<file path="config.mk">
export PLATFORM = sky130hd
export DESIGN_NAME = score_keeper
export DESIGN_NICKNAME = d
export VERILOG_FILES = /design/src/rtl/bird_pkg.sv /design/src/rtl/pass_filter.sv /design/src/rtl/score_keeper.sv
export SDC_FILE = /design/constraint.sdc
export NUM_CORES = 1
export LEC_CHECK = 0
export ABC_AREA = 1
export CAP_MARGIN = 10
export CORE_AREA = 2 2 126 128
export DETAILED_ROUTE_END_ITERATION = 7
export DIE_AREA = 0 0 128 130
export GPL_TIMING_DRIVEN = 0
export PLACE_DENSITY = 0.51
export REMOVE_ABC_BUFFERS = 1
export SYNTH_ARGS = -nofsm -noshare
export SYNTH_HDL_FRONTEND = slang
export SYNTH_SLANG_ARGS = --single-unit
</file>
<file path="constraint.sdc">
create_clock -name clk -period 3.1 [get_ports clk]
set_clock_uncertainty 0.2 [all_clocks]
set_input_delay 0.31 -clock clk [delete_from_list [all_inputs] [get_ports clk]]
set_output_delay 0.31 -clock clk [all_outputs]
set_load 0.02 [all_outputs]
</file>
<file path="src/rtl/bird_pkg.sv">
// Shared definitions for the bird-game score path: score width, FSM encoding
// and the default saturation ceiling.
package bird_pkg;

  localparam int unsigned SCORE_W       = 10;
  localparam int unsigned MAX_SCORE_DEF = 999;

  // 2'b11 is not a legal state; the FSM recovers from it to ST_IDLE.
  typedef enum logic [1:0] {
    ST_IDLE = 2'b00,
    ST_RUN  = 2'b01,
    ST_OVER = 2'b10
  } state_e;

endpackage

</file>
<file path="src/rtl/pass_filter.sv">
// Rising-edge detect on a pipe-pass level plus a holdoff window that blocks
// re-crediting for HOLDOFF cycles after a pass has been accepted.
module pass_filter #(
  parameter int unsigned HOLDOFF = 4
) (
  input  logic clk,
  input  logic clr,
  input  logic pass_i,
  input  logic load_i,
  input  logic clear_i,
  output logic credit_ok_o
);

  localparam int unsigned HW = (HOLDOFF > 0) ? $clog2(HOLDOFF + 1) : 1;

  logic          pass_q;
  logic [HW-1:0] hold_q, hold_d;

  always_comb begin
    hold_d = hold_q;
    if (clear_i) begin
      hold_d = '0;
    end else if (load_i) begin
      hold_d = HW'(HOLDOFF);
    end else if (hold_q != '0) begin
      hold_d = hold_q - HW'(1);
    end
  end

  assign credit_ok_o = pass_i & ~pass_q & (hold_q == '0);

  always_ff @(posedge clk or negedge clr) begin
    if (!clr) begin
      pass_q <= 1'b0;
      hold_q <= '0;
    end else begin
      pass_q <= pass_i;
      hold_q <= hold_d;
    end
  end

endmodule

</file>
<file path="src/rtl/score_keeper.sv">
// Run score counter with saturation, session best tracking and the display
// value fed to DipScore (alternates final/best score after a crash).
module score_keeper
  import bird_pkg::*;
#(
  parameter int unsigned MAX_SCORE = MAX_SCORE_DEF,
  parameter int unsigned HOLDOFF   = 4,
  parameter int unsigned ALT_CYC   = 12_500_000
) (
  input  logic               clk,
  input  logic               clr,
  input  logic               start,
  input  logic               crash,
  input  logic               pipe_pass,
  output logic [SCORE_W-1:0] score,
  output logic [SCORE_W-1:0] best,
  output logic [SCORE_W-1:0] disp_score,
  output logic [1:0]         state,
  output logic               new_best
);

  localparam int unsigned ALT_W = (ALT_CYC > 1) ? $clog2(ALT_CYC) : 1;

  state_e             state_q, state_d;
  logic [SCORE_W-1:0] score_q, score_d;
  logic [SCORE_W-1:0] best_q, best_d;
  logic [SCORE_W-1:0] disp_q, disp_d;
  logic               nb_q, nb_d;
  logic [ALT_W-1:0]   alt_q, alt_d;
  logic               phase_q, phase_d;
  logic               credit_ok, hold_load, hold_clear;

  pass_filter #(.HOLDOFF(HOLDOFF)) u_pass_filter (
    .clk         (clk),
    .clr         (clr),
    .pass_i      (pipe_pass),
    .load_i      (hold_load),
    .clear_i     (hold_clear),
    .credit_ok_o (credit_ok)
  );

  always_comb begin
    state_d    = state_q;
    score_d    = score_q;
    best_d     = best_q;
    disp_d     = disp_q;
    nb_d       = 1'b0;
    alt_d      = alt_q;
    phase_d    = phase_q;
    hold_load  = 1'b0;
    hold_clear = 1'b0;
    case (state_q)
      ST_IDLE: begin
        disp_d = best_q;
        if (start) begin
          state_d    = ST_RUN;
          score_d    = '0;
          hold_clear = 1'b1;
        end
      end
      ST_RUN: begin
        disp_d = score_q;
        if (crash) begin
          state_d = ST_OVER;
          alt_d   = '0;
          phase_d = 1'b0;
          if (score_q > best_q) begin
            best_d = score_q;
            nb_d   = 1'b1;
          end
        end else if (credit_ok) begin
          // Holdoff reloads even when the score is pinned at the ceiling.
          hold_load = 1'b1;
          if (score_q < SCORE_W'(MAX_SCORE)) score_d = score_q + SCORE_W'(1);
        end
      end
      ST_OVER: begin
        disp_d = phase_q ? best_q : score_q;
        if (start) begin
          state_d    = ST_RUN;
          score_d    = '0;
          hold_clear = 1'b1;
          alt_d      = '0;
        end else if (alt_q == ALT_W'(ALT_CYC - 1)) begin
          alt_d   = '0;
          phase_d = ~phase_q;
        end else begin
          alt_d = alt_q + ALT_W'(1);
        end
      end
      default: state_d = ST_IDLE;
    endcase
  end

  always_ff @(posedge clk or negedge clr) begin
    if (!clr) begin
      state_q <= ST_IDLE;
      score_q <= '0;
      best_q  <= '0;
      disp_q  <= '0;
      nb_q    <= 1'b0;
      alt_q   <= '0;
      phase_q <= 1'b0;
    end else begin
      state_q <= state_d;
      score_q <= score_d;
      best_q  <= best_d;
      disp_q  <= disp_d;
      nb_q    <= nb_d;
      alt_q   <= alt_d;
      phase_q <= phase_d;
    end
  end

  assign score      = score_q;
  assign best       = best_q;
  assign disp_score = disp_q;
  assign state      = state_q;
  assign new_best   = nb_q;

endmodule

</file>
## Word level (Yosys, flattened, before mapping)

Cells that the tools add are included.

| storage, ports and cells | value |
|---|---|
| bits in registers | 62 |
| word-level logic and storage cells | 70 |

| operators by class | value |
|---|---|
| add/subtract/negate cells | 3 |
| $lt $le $gt $ge | 2 |
| equality and inequality tests | 10 |
| muxes and demuxes | 29 |
| bitwise gates (word level) | 4 |
| reduce and logical (&&, ||, !) cells | 13 |

Operators by type and width:

| kind | count |
|---|---|
| 24-bit two-way mux | 3 |
| 10-bit two-way mux | 5 |
| 24-bit one-hot mux with 2 select lines | 1 |
| 10-bit one-hot mux with 3 select lines | 1 |
| 24-bit by 1-bit adder with 24-bit output, second input constant | 1 |
| 24-bit equality test, second input constant | 1 |
| 10-bit one-hot mux with 2 select lines | 1 |
| 2-bit != test, second input constant | 6 |
| 1-bit two-way mux | 11 |
| 10-bit by 1-bit adder with 10-bit output, second input constant | 1 |
| 10-bit greater-than comparator | 1 |
| 10-bit < comparator, second input constant | 1 |
| 3-bit two-way mux | 3 |
| 3-bit nonzero test | 3 |
| 5-bit AND reduction | 1 |
| 2-bit two-way mux | 2 |
| 2-bit one-hot mux with 2 select lines | 1 |
| 2-bit AND reduction | 2 |
| 4-bit AND reduction | 1 |
| 2-bit nonzero test | 2 |
| 3-bit zero test | 1 |
| 3-bit AND reduction | 1 |
| 3-bit by 1-bit subtractor with 3-bit output, second input constant | 1 |
| 1-bit bitwise AND | 2 |
| other kinds (7) | 8 |

## Depth between registers and ports, before layout

| logic depth | value |
|---|---|
| depth in word-level cells | 8 |
| depth in mapped cells | 13 |
| mapped depth without buffers | 12 |

## Cells and area by module

Synthesis repeated with hierarchy kept, for this count alone.

| unflattened totals | value |
|---|---|
| cells, all modules | 504 |
| area, all modules | 3733.6 um2 |

Modules (own cells, without submodules):

| module | times used | cells each | area each (um2) |
|---|---|---|---|
| score_keeper | 1 | 477 | 3505.9 |
| pass_filter | 1 | 27 | 227.7 |

## Worst setup path after synthesis

No wires, ideal clock.

| path | value |
|---|---|
| path type | register to register |
| start | reg state_q[0], in the netlist state[0] |
| end | reg score_q[4], in the netlist score[4] |
| library setup time | 0.120 ns |
| data arrival time | 1.729 ns |
| required time | 2.780 ns |
| slack | 1.051 ns |
| cell stages (with the launch flop) | 9 |
| path buffers | 2 |
| cells stage by stage | dfrtp_1 inv_1 ha_1 buf_2 nor2_1 nor2_1 a21oi_4 buf_12 o21ai_2 |

| on the way | value |
|---|---|
| cells in the longest elaborated chain, start to end | 4 |
| elaborated cells between the ends (all ways) | 11 |
| classes of those cells | eq/ne (6); mux (1); reduce/logical (4) |

Ends and longest elaborated chain:

| item | line | text |
|---|---|---|
| start: declaration | score_keeper.sv:24 | `state_e state_q, state_d;` |
| start signal: assignment | score_keeper.sv:105 | `state_q <= state_d;` |
| 2-bit equality test or 2-bit zero test (tied branches) | score_keeper.sv:52 | `case (state_q)` |
| 2-bit OR reduction (no line) | - |  |
| 2-bit by 1-bit != test with 1-bit output (no line) or 2-bit nonzero test (tied branches) | - |  |
| 5-bit AND reduction (no line) | - |  |
| end signal: assignment | score_keeper.sv:106 | `score_q <= score_d;` |
| end: declaration | score_keeper.sv:25 | `logic [SCORE_W-1:0] score_q, score_d;` |

Parallel ways exist; a longest one is shown, timed or not.
A chain may end at the register's enable or synchronous reset.

## Worst setup path after layout

| path | value |
|---|---|
| start | reg score_q[5], in the netlist score[5] |
| end | reg best_q[5], in the netlist best[5] |

| on the way | value |
|---|---|
| cells in the longest elaborated chain, start to end | 2 |

Ends and longest elaborated chain:

| item | line | text |
|---|---|---|
| 10-bit greater-than comparator | score_keeper.sv:67 | `if (score_q > best_q) begin` |
| 3-bit AND reduction (no line) | - |  |
| end signal: assignment | score_keeper.sv:107 | `best_q <= best_d;` |
| end: declaration | score_keeper.sv:26 | `logic [SCORE_W-1:0] best_q, best_d;` |

Parallel ways exist; a longest one is shown, timed or not.

==> reports/summary.txt <==
routed vias = 3355
flop-to-flop setup slack = 620 ps
main flop type after synthesis = dfrtp_1
Reg clk slew, reported paths = 50 ps
flops & latches, synth = 62
highest net fanout along the worst path = 11
Worst Tran Pin Value = 841 ps
first-pass GRT wire length = 16100 µm
area taken by multi-input logic gates = 1870 µm²
drt wl/cell = 12.7 µm
final-layout fill cell count = 1644
die width = 128 µm
peak supply drop = 332 µV
Net Sw Frac = 0.431
clock sinks = 62
final hold vios = 0
Yosys top cell area share = 0.414
DRT Wirelength = 9360 µm
1st-iter DRT viols = 219
unrepaired setup endpoints after global routing = false
Placed Cells incl. Taps = 719
vias in the first global route = 3312
Clk pwr share = 0.258
count leader, synth = nand2_1
Slew HR = 0.438
core area = 15400 µm²
P_int = 2.12 mW
Area Growth Syn to Fin = 21.7%
CTS tree = yes
Final ANT Viol Nets = 0
Cell variety after synth = 33
# nets final = 562
min-delay worst type = in2reg
P_sw = 1.60 mW
Pre-antenna DRT Iters = 4
mapped cell area = 3740 µm²
PD cells = 818 nW/µm²
Leak = 2.08 nW
Non-Filler Instances = 736
Setup crit start kind = flip-flop
Skew-Pair Late Insertion Delay = 330 ps
WP data required = 3120 ps
RePlAce Congestion = 0.882
gr ovfl total = 0
Die Height = 130 µm
Clock Tree Buf Depth = 2
Max Transition Viols Final = 0
Sequential Area = 1550 µm²
I/O pin cnt = 38
Post-Syn Instances = 503
die area = 16600 µm²
dpl hpwl = 6600 µm
largest net degree at the start of global routing = 63
xor and xnor area share after synthesis = 0.0211
CTS buffer count = 9
Max Freq = 403 MHz
number of synthesized flops with an enable pin = 0
Max Cap Viol = 0
most frequent cells after synthesis = nand2_1 (110), nor2_1 (99), dfrtp_1 (62)
synth top area cells = dfrtp_1 (41%), nand2_1 (11%), nor2_1 (9.9%)
Clk Tree Root Cell = clkbuf_16
Final Worst Setup Slack = 617 ps
initial antenna violation count = 0
Comb power frac = 0.444
Antenna Cells = 0
post-synthesis compound-gate area fraction = 0.0822
Worst Path Class, Setup = reg2reg
final setup vio count = 0
fin crit period = 2480 ps
combinational family with the most area after synthesis = simple AND/OR/NAND/NOR gates
post-synthesis async set-or-reset flop share = 1.00
DRC = 0
multiplexer share of the synthesized area = 0
outcome = completed
Synth Area in Simple Gates = 0.335
Vias/cell = 4.56
Initial Util = 0.243
fin util = 0.295
I/O Buffers = 37
arrival time at the worst endpoint = 2500 ps
layout cell share with drive strength beyond 1 = 0.0717
Flop pwr share = 0.298
post-synthesis sequential area ratio = 0.414
gr usage total = 0.122
CTS H-Tree Depth = 3
Critical Path End Type = flip-flop
crit share post-route = 0.801
Site Rows = 46
Yosys top cell by area = dfrtp_1
Adder-Cell Fraction of Synth Area = 0.0602
Avg Cell Area, Syn = 7.44 µm²
count of warnings emitted by yosys = 0
pre-CTS setup slack = 625 ps
[cell type report]
| type | count | share of cell area |
|---|---|---|
| clock buffers | 16 | 0.0618 |
| multi-input cells | 365 | 0.410 |
| well taps | 192 | 0.0527 |
| inverters | 63 | 0.0519 |
| repair buffers | 38 | 0.0830 |
| flip-flops and latches | 62 | 0.341 |
[per-stage QoR]
stage | total power, mW | cell area, µm² | setup TNS [ps] | hold slack (ps)
3_5_place_dp | 2.80 | 4260 | 0 | 263
6_report | 3.72 | 4550 | 0 | 293
4_1_cts | 3.78 | 4550 | 0 | 289
3_3_place_gp | 2.77 | 4270 | -41510 | 291
2_1_floorplan | 2.17 | 3650 | 0 | -186
5_1_grt | 4.04 | 4550 | 0 | 288
[critical path, stage by stage (launching register included)]
cell	delay [ps]
dfrtp_1	540
ha_1	390
nand2_1	70
nor2_1	150
o211ai_1	100
nand3_1	340
nand2_1	360
nand2_1	150
nand2_1	60
[layout by cell type (no fill, tap or decap), drive strengths merged]
master and n:
nand4 15, dlygate4sd3 1, a21oi 16, nor3b 2, o211ai 1, clkdlybuf4s50 36
xnor2 1, nand3 45, o22ai 5, o21ai 23, buf 1, ha 18
nor2 101, dfrtp 62, xor2 8, inv 63, nor3 13, clkbuf 16
a31oi 1, o21a 1, a21boi 1, nand2 114
[state kept, by name, indices dropped and copies added (netlist names)]
name                  cells
alt_q                    24
disp_score               10
best                     10
score                    10
new_best                  1
state                     2
u_pass_filter.hold_q      3
u_pass_filter.pass_q      1
phase_q                   1
[what timing repair did]
item,in CTS,in global routing
resized for setup,0,0
setup buffers,0,0
endpoints found under the hold margin,62,0
hold buffers,1,0
[worst paths after layout]
path,cells after the start,to,from
max,8,best[5],score[5]
min,1,u_pass_filter.pass_q,pipe_pass
max reg2reg,8,best[5],score[5]
min reg2reg,2,best[7],best[7]
max in group asynchronous,2,alt_q[15],clr
min in group asynchronous,2,score[7],clr
[power by group through the flow]
| stage | Sequential, mW | Combinational, mW | Clock, mW |
|---|---|---|---|
| floorplan | 1.25 | 0.922 | 0 |
| global placement | 1.12 | 1.65 | 0 |
| detailed placement | 1.12 | 1.67 | 0 |
| CTS | 1.11 | 1.68 | 0.988 |
| global route | 1.14 | 1.88 | 1.02 |
| finish | 1.11 | 1.65 | 0.961 |
[kinds of logic after synthesis]
| family | Yosys count |
|---|---|
| AND/OR/NAND/NOR | 290 |
| XOR/XNOR | 9 |
| AO/OA/AOI/OAI | 48 |
| buffers and inverters | 76 |
| adder cells (fa/ha/maj) | 18 |
| flip-flops | 62 |
[layer usage]
metal | GRT usage | share of wire | vias to the layer above | wire [µm]
met5 | 0 | 0 | - | 0
met4 | 0.0608 | 0.021 | 0 | 194
met3 | 0.0242 | 0.029 | 13 | 271
met2 | 0.197 | 0.47 | 56 | 4440
met1 | 0.156 | 0.48 | 1601 | 4460
li1 | - | - | 1685 | -
(Power assumes the default switching activity.)
